## config.mk

```make
export PLATFORM = sky130hd
export DESIGN_NAME = frogger_move_input
export DESIGN_NICKNAME = d
export VERILOG_FILES = /design/src/rtl/frogger_move_input.sv
export SDC_FILE = /design/constraint.sdc
export NUM_CORES = 1
export LEC_CHECK = 0
export ABC_AREA = 1
export BUFFER_PORTS_ARGS = -buffer_cell sky130_fd_sc_hd__buf_2
export CORE_UTILIZATION = 60
export CTS_CLUSTER_DIAMETER = 100
export CTS_CLUSTER_SIZE = 12
export DETAILED_ROUTE_END_ITERATION = 16
export PLACE_DENSITY = 0.87
export SYNTH_ARGS = -nofsm -noshare
export SYNTH_HDL_FRONTEND = slang
export SYNTH_SLANG_ARGS = --single-unit
```

## constraint.sdc

```tcl
create_clock -name i_Clk -period 3 [get_ports i_Clk]
set_clock_uncertainty 0.2 [all_clocks]
set_input_delay 0.15 -clock i_Clk [delete_from_list [all_inputs] [get_ports i_Clk]]
set_output_delay 0.15 -clock i_Clk [all_outputs]
set_load 0.1 [all_outputs]
```

## src/rtl/frogger_move_input.sv

```systemverilog
// Button conditioner for the Frogger movement controller: sync, debounce, arbitrate, pulse.
// Define MOVE_REPEAT_EN to build hold-to-repeat; otherwise one move per debounced press.
module frogger_move_input #(
   parameter int unsigned c_DEBOUNCE_LIMIT = 250000,
   parameter int unsigned c_REPEAT_DELAY   = 12500000,
   parameter int unsigned c_REPEAT_PERIOD  = 5000000,
   parameter int unsigned c_CNT_W          = 24
) (
   input  logic       i_Clk,
   input  logic       i_Reset,
   input  logic       i_Up_Mvt,
   input  logic       i_Down_Mvt,
   input  logic       i_Left_Mvt,
   input  logic       i_Right_Mvt,
   input  logic       i_Game_Start,
   input  logic       i_Game_Active,
   output logic       o_Move_Valid,
   output logic [1:0] o_Move_Dir,
   output logic       o_Start_Pulse,
   output logic [3:0] o_Btn_State
);

   localparam longint unsigned CntCap = 64'd1 << c_CNT_W;
   localparam logic [c_CNT_W-1:0] DbMax = c_CNT_W'(c_DEBOUNCE_LIMIT - 1);

   if (c_DEBOUNCE_LIMIT > CntCap || c_REPEAT_DELAY > CntCap || c_REPEAT_PERIOD > CntCap)
   begin : g_cnt_w_check
      $error("c_CNT_W too narrow for the configured limits");
   end

   // Bit order: {start, right, left, down, up}
   logic [4:0] raw;
   logic [4:0] sync1_q, sync2_q;
   logic [4:0] level;
   logic [4:0] prev_q;
   logic [4:0] rise;
   logic [3:0] dir_rise;

   assign raw = {i_Game_Start, i_Right_Mvt, i_Left_Mvt, i_Down_Mvt, i_Up_Mvt};

   always_ff @(posedge i_Clk) begin
      if (i_Reset) begin
         sync1_q <= '0;
         sync2_q <= '0;
         prev_q  <= '0;
      end else begin
         sync1_q <= raw;
         sync2_q <= sync1_q;
         prev_q  <= level;
      end
   end

   for (genvar g = 0; g < 5; g++) begin : g_db
      logic [c_CNT_W-1:0] cnt_q;
      logic               lvl_q;

      always_ff @(posedge i_Clk) begin
         if (i_Reset) begin
            cnt_q <= '0;
            lvl_q <= 1'b0;
         end else if (sync2_q[g] == lvl_q) begin
            cnt_q <= '0;
         end else if (cnt_q == DbMax) begin
            cnt_q <= '0;
            lvl_q <= ~lvl_q;
         end else begin
            cnt_q <= cnt_q + 1'b1;
         end
      end

      assign level[g] = lvl_q;
   end

   assign rise     = level & ~prev_q;
   assign dir_rise = rise[3:0];

   // Fixed priority: up > down > left > right
   logic [1:0] win_dir;
   always_comb begin
      if (dir_rise[0])      win_dir = 2'd0;
      else if (dir_rise[1]) win_dir = 2'd1;
      else if (dir_rise[2]) win_dir = 2'd2;
      else                  win_dir = 2'd3;
   end

`ifdef MOVE_REPEAT_EN
   typedef enum logic [1:0] {StIdle, StHeldDelay, StRepeat} state_e;

   localparam logic [c_CNT_W-1:0] DelayMax  = c_CNT_W'(c_REPEAT_DELAY - 1);
   localparam logic [c_CNT_W-1:0] PeriodMax = c_CNT_W'(c_REPEAT_PERIOD - 1);

   logic [c_CNT_W-1:0] rep_cnt_q, rep_cnt_d;
`else
   typedef enum logic [1:0] {StIdle, StHeld} state_e;
`endif

   state_e     state_q, state_d;
   logic [1:0] held_q, held_d;
   logic       move_valid_q, move_valid_d;
   logic [1:0] move_dir_q, move_dir_d;
   logic       start_q;

   always_comb begin
      state_d      = state_q;
      held_d       = held_q;
      move_valid_d = 1'b0;
      move_dir_d   = move_dir_q;
`ifdef MOVE_REPEAT_EN
      rep_cnt_d    = rep_cnt_q;
`endif
      unique case (state_q)
         StIdle: begin
            if (i_Game_Active && (|dir_rise)) begin
               move_valid_d = 1'b1;
               move_dir_d   = win_dir;
               held_d       = win_dir;
`ifdef MOVE_REPEAT_EN
               rep_cnt_d    = '0;
               state_d      = StHeldDelay;
`else
               state_d      = StHeld;
`endif
            end
         end
`ifdef MOVE_REPEAT_EN
         StHeldDelay: begin
            if (!level[held_q]) begin
               state_d = StIdle;
            end else if (rep_cnt_q == DelayMax) begin
               move_valid_d = 1'b1;
               rep_cnt_d    = '0;
               state_d      = StRepeat;
            end else begin
               rep_cnt_d = rep_cnt_q + 1'b1;
            end
         end
         StRepeat: begin
            if (!level[held_q]) begin
               state_d = StIdle;
            end else if (rep_cnt_q == PeriodMax) begin
               move_valid_d = 1'b1;
               rep_cnt_d    = '0;
            end else begin
               rep_cnt_d = rep_cnt_q + 1'b1;
            end
         end
`else
         StHeld: begin
            if (!level[held_q]) state_d = StIdle;
         end
`endif
         default: state_d = StIdle;
      endcase
      // Losing game-active abandons any hold; a fresh rise is needed afterwards
      if (!i_Game_Active) begin
         state_d      = StIdle;
         move_valid_d = 1'b0;
         move_dir_d   = move_dir_q;
      end
   end

   always_ff @(posedge i_Clk) begin
      if (i_Reset) begin
         state_q      <= StIdle;
         held_q       <= 2'd0;
         move_valid_q <= 1'b0;
         move_dir_q   <= 2'd0;
         start_q      <= 1'b0;
`ifdef MOVE_REPEAT_EN
         rep_cnt_q    <= '0;
`endif
      end else begin
         state_q      <= state_d;
         held_q       <= held_d;
         move_valid_q <= move_valid_d;
         move_dir_q   <= move_dir_d;
         start_q      <= rise[4];
`ifdef MOVE_REPEAT_EN
         rep_cnt_q    <= rep_cnt_d;
`endif
      end
   end

   assign o_Move_Valid  = move_valid_q & i_Game_Active;
   assign o_Move_Dir    = move_dir_q;
   assign o_Start_Pulse = start_q;
   assign o_Btn_State   = level[3:0];

endmodule

```

==> out/metrics.yaml <==
cts.repair.resized: 0
maximum_resistive_drop_on_vdd_v: 0.000388
cellPowerDensity_mw_per_mm2: 490
final_min_period_over_clock_period_pct: 62.9
synth_enable_flop_cells: 0
crit_path_max_fanout: 24
run_status: "completed"
grt_pass1_wl_mm: 26.7
cpPeakStageDelay_ns: 0.39
mappedNetlistArea_sq_mm: 0.00745
wl_per_cell_microns: 11.6
tritoncts: "built"
antennaDiodeCount: 0
worst-setup-path-type: "reg2reg"
synth-seq-cells: 147
drv.max_cap_violation_count: 0
cts_num_sinks: 147
final_common_cell: "sky130_fd_sc_hd__nand2_1"
area_growth_pct: 10.7
tightest_slew_ns: 0.518
cp_top_family: "simple AND/OR/NAND/NOR gates"
total_routed_wirelength_mm: 15.4
cp_num_buf_inv: 1
hold_slack_ns: 0.202
fp.dieW_microns: 113
design.final.nets: 1166
period_needed_ns: 1.89
cts.path.max_buffers: 2
drc_errors: 0
cts_setup_buffers: 0
grt_util_all_layers_pct: 25.7
worst_ep_required_time_ns: 3.10
layout.cells.most_common_list: "sky130_fd_sc_hd__nand2_1 (316), sky130_fd_sc_hd__nor2_1 (267), sky130_fd_sc_hd__dfxtp_1 (147), sky130_fd_sc_hd__inv_1 (116), sky130_fd_sc_hd__nand3_1 (57)"
ys.flop_type: "sky130_fd_sc_hd__dfxtp_1"
route.vias.total: 6747
cts_root_buf: "sky130_fd_sc_hd__clkbuf_16"
sequential_element_share_of_the_synthesized_area_pct: 39.5
timing.slew.headroom_pct: 65.7
setup_repair_after_global_routing_missed_its_margin: "false"
finish.cell_count_without_fillers: 1334
cp_cell_sequence: "ha_1 > nand2_2 > nor2_1 > inv_1 > nor2_1 > nand3_1 > nand2_2 > nor2_1"
fmax_mhz: 530
drt_iter0_markers: 644
tns_ns: 0
critical_path.startpoint_type: "flip-flop"
cts_htree_levels: 4
setup_viol: 0
power.static_leakage_nw: 2.61
regToRegEndpoint: "g_db[2].cnt_q[12]"
maximum_number_of_pins_on_one_net_before_global_route_repair: 27
rows: 40
reg2reg_depth: 8
worstPathArrival_ns: 1.99
cell_count_after_placement: 1292
core_sq_mm: 0.0121
yosys_warnings: 0
timing.critical_path.depth: 8
initial_utilization_pct: 61.8
gp_routability_congestion: 0.885
detailed_place_hpwl_mm: 11.0
synthesis.nets: 1138
hold_class: "reg2reg"
dieHeight_microns: 113
clkTransAtPathRegs_ns: 0.06
io_pins: 16
antenna_left: 0
postCtsHoldBufs: 10
crit_slowest_cell: "sky130_fd_sc_hd__nand2_2"
timing.critical_path.mode_cell: "sky130_fd_sc_hd__nor2_1"
numCtsBuffers: 17
min_from: "sync1_q[1]"
design.die.area_sq_mm: 0.0129
via_per_inst: 5.06
synth_cell_types: 35
worst-r2r-setup-slack_ns: 1.11
timing.rr.start: "g_db[2].cnt_q[0]"
synth_async_sr_flop_share_pct: 0
io_buffers: 15
timing.final.hold_violations: 0
synthCells: 1125
min_delay_path_depth: 2
grt_remaining_overflow: 0
grt_antenna_before_repair: 0
first_global_vias: 6239
timing.hold.worst_endpoint: "sync2_q[1]"
synth_area_per_cell_sq_um: 6.62
timing.critical_path.to_type: "flip-flop"
clk_latency_ns: 0.43
drt_first_pass_iters: 6
final_layout_size_suffix_gt1_share_pct: 8.40
report.final.slew_viol_count: 0
[layout make-up]
cell class | instances | area (sq um)
clock buffer | 21 | 460
tap | 168 | 210
timing repair buffer | 26 | 183
clock inverter | 11 | 105
fill | 991 | 3820
sequential | 147 | 2940
inverter | 121 | 455
multi-input combinational | 840 | 3890
[stage by stage]
step	total power [mW]	setup slack, ns	cell area (sq um)	util, %
after floorplan	2.04	1.40	7450	-
after global placement	2.05	1.19	7580	62.8
after detailed placement	2.05	1.12	7580	62.8
after CTS	4.05	1.11	8250	68.4
after global routing	4.15	0.883	8250	68.4
final	4.04	1.11	8250	68.4
[per-layer routing]
layer	GRT usage, %	vias to the layer above	part of all wire, %
met3	5.58	36	4.6
li1	-	3519	-
met1	31.5	3025	47
met2	43.8	167	47
met4	10.8	0	2.1
met5	0	-	0
[worst reg2reg max path: cells and delay by family (launching register included)]
family,cells,cell delay (ns)
AND/OR/NAND/NOR,6,0.94
adder cells (fa/ha/maj),1,0.19
flip-flops,1,0.35
buffers and inverters,1,0.08
[worst max path at each step]
stage | startpoint | to
floorplan | g_db[3].cnt_q[0] | g_db[3].cnt_q[15]
global placement | g_db[2].cnt_q[0] | g_db[2].cnt_q[20]
detailed placement | g_db[2].cnt_q[0] | g_db[2].cnt_q[12]
CTS | g_db[2].cnt_q[0] | g_db[2].cnt_q[14]
global route | g_db[2].cnt_q[0] | g_db[2].cnt_q[22]
finish | g_db[2].cnt_q[0] | g_db[2].cnt_q[12]
[synth_stat cells (2+ instances only)]
library cell               number  share of area [%]
sky130_fd_sc_hd__nor2_4         2               0.30
sky130_fd_sc_hd__nand3b_1      13                1.3
sky130_fd_sc_hd__or2_1          2               0.17
sky130_fd_sc_hd__nor3_1         4               0.27
sky130_fd_sc_hd__o21ai_0       11               0.74
sky130_fd_sc_hd__a21oi_2        8               0.94
sky130_fd_sc_hd__inv_2          4               0.20
sky130_fd_sc_hd__o21bai_1       3               0.30
sky130_fd_sc_hd__nand3_2        5               0.67
sky130_fd_sc_hd__or2_2          6               0.50
sky130_fd_sc_hd__inv_1        116                5.8
sky130_fd_sc_hd__a21oi_1       50                3.4
sky130_fd_sc_hd__dfxtp_1      147                 39
sky130_fd_sc_hd__nand2_1      316                 16
sky130_fd_sc_hd__xnor2_1       21                2.5
sky130_fd_sc_hd__nand3_1       57                3.8
sky130_fd_sc_hd__and2_1         4               0.34
sky130_fd_sc_hd__nand2_4        3               0.45
sky130_fd_sc_hd__or2_0          4               0.34
sky130_fd_sc_hd__buf_6          9                1.4
sky130_fd_sc_hd__xor2_1        26                3.1
sky130_fd_sc_hd__nor2_2        15                1.3
sky130_fd_sc_hd__nor2_1       267                 13
sky130_fd_sc_hd__ha_1           5               0.84
sky130_fd_sc_hd__buf_4          4               0.40
sky130_fd_sc_hd__nand2_2        7               0.59
sky130_fd_sc_hd__nand4_1        8               0.67
[state kept, by name, indices dropped and copies added (netlist names), 2 cells and up]
signal / count
g_db.cnt_q: 120
sync2_q: 5
prev_q: 5
g_db.lvl_q: 5
o_Move_Dir: 2
sync1_q: 5
held_q: 2
[power by group]
part	internal [mW]	switching (mW)	total (mW)
sequential	1.96	0.00390	1.96
clock	1.19	0.834	2.02
combinational	0.0199	0.0329	0.0528
total	3.17	0.871	4.04
[cells by family after synthesis]
| logic type | synth area share (%) |
|---|---|
| flip-flops | 39.5 |
| XOR/XNOR | 5.52 |
| adder cells (fa/ha/maj) | 0.840 |
| AO/OA/AOI/OAI | 5.52 |
| AND/OR/NAND/NOR | 40.3 |
| buffers and inverters | 8.31 |
Power figures use the tool's default switching activity.
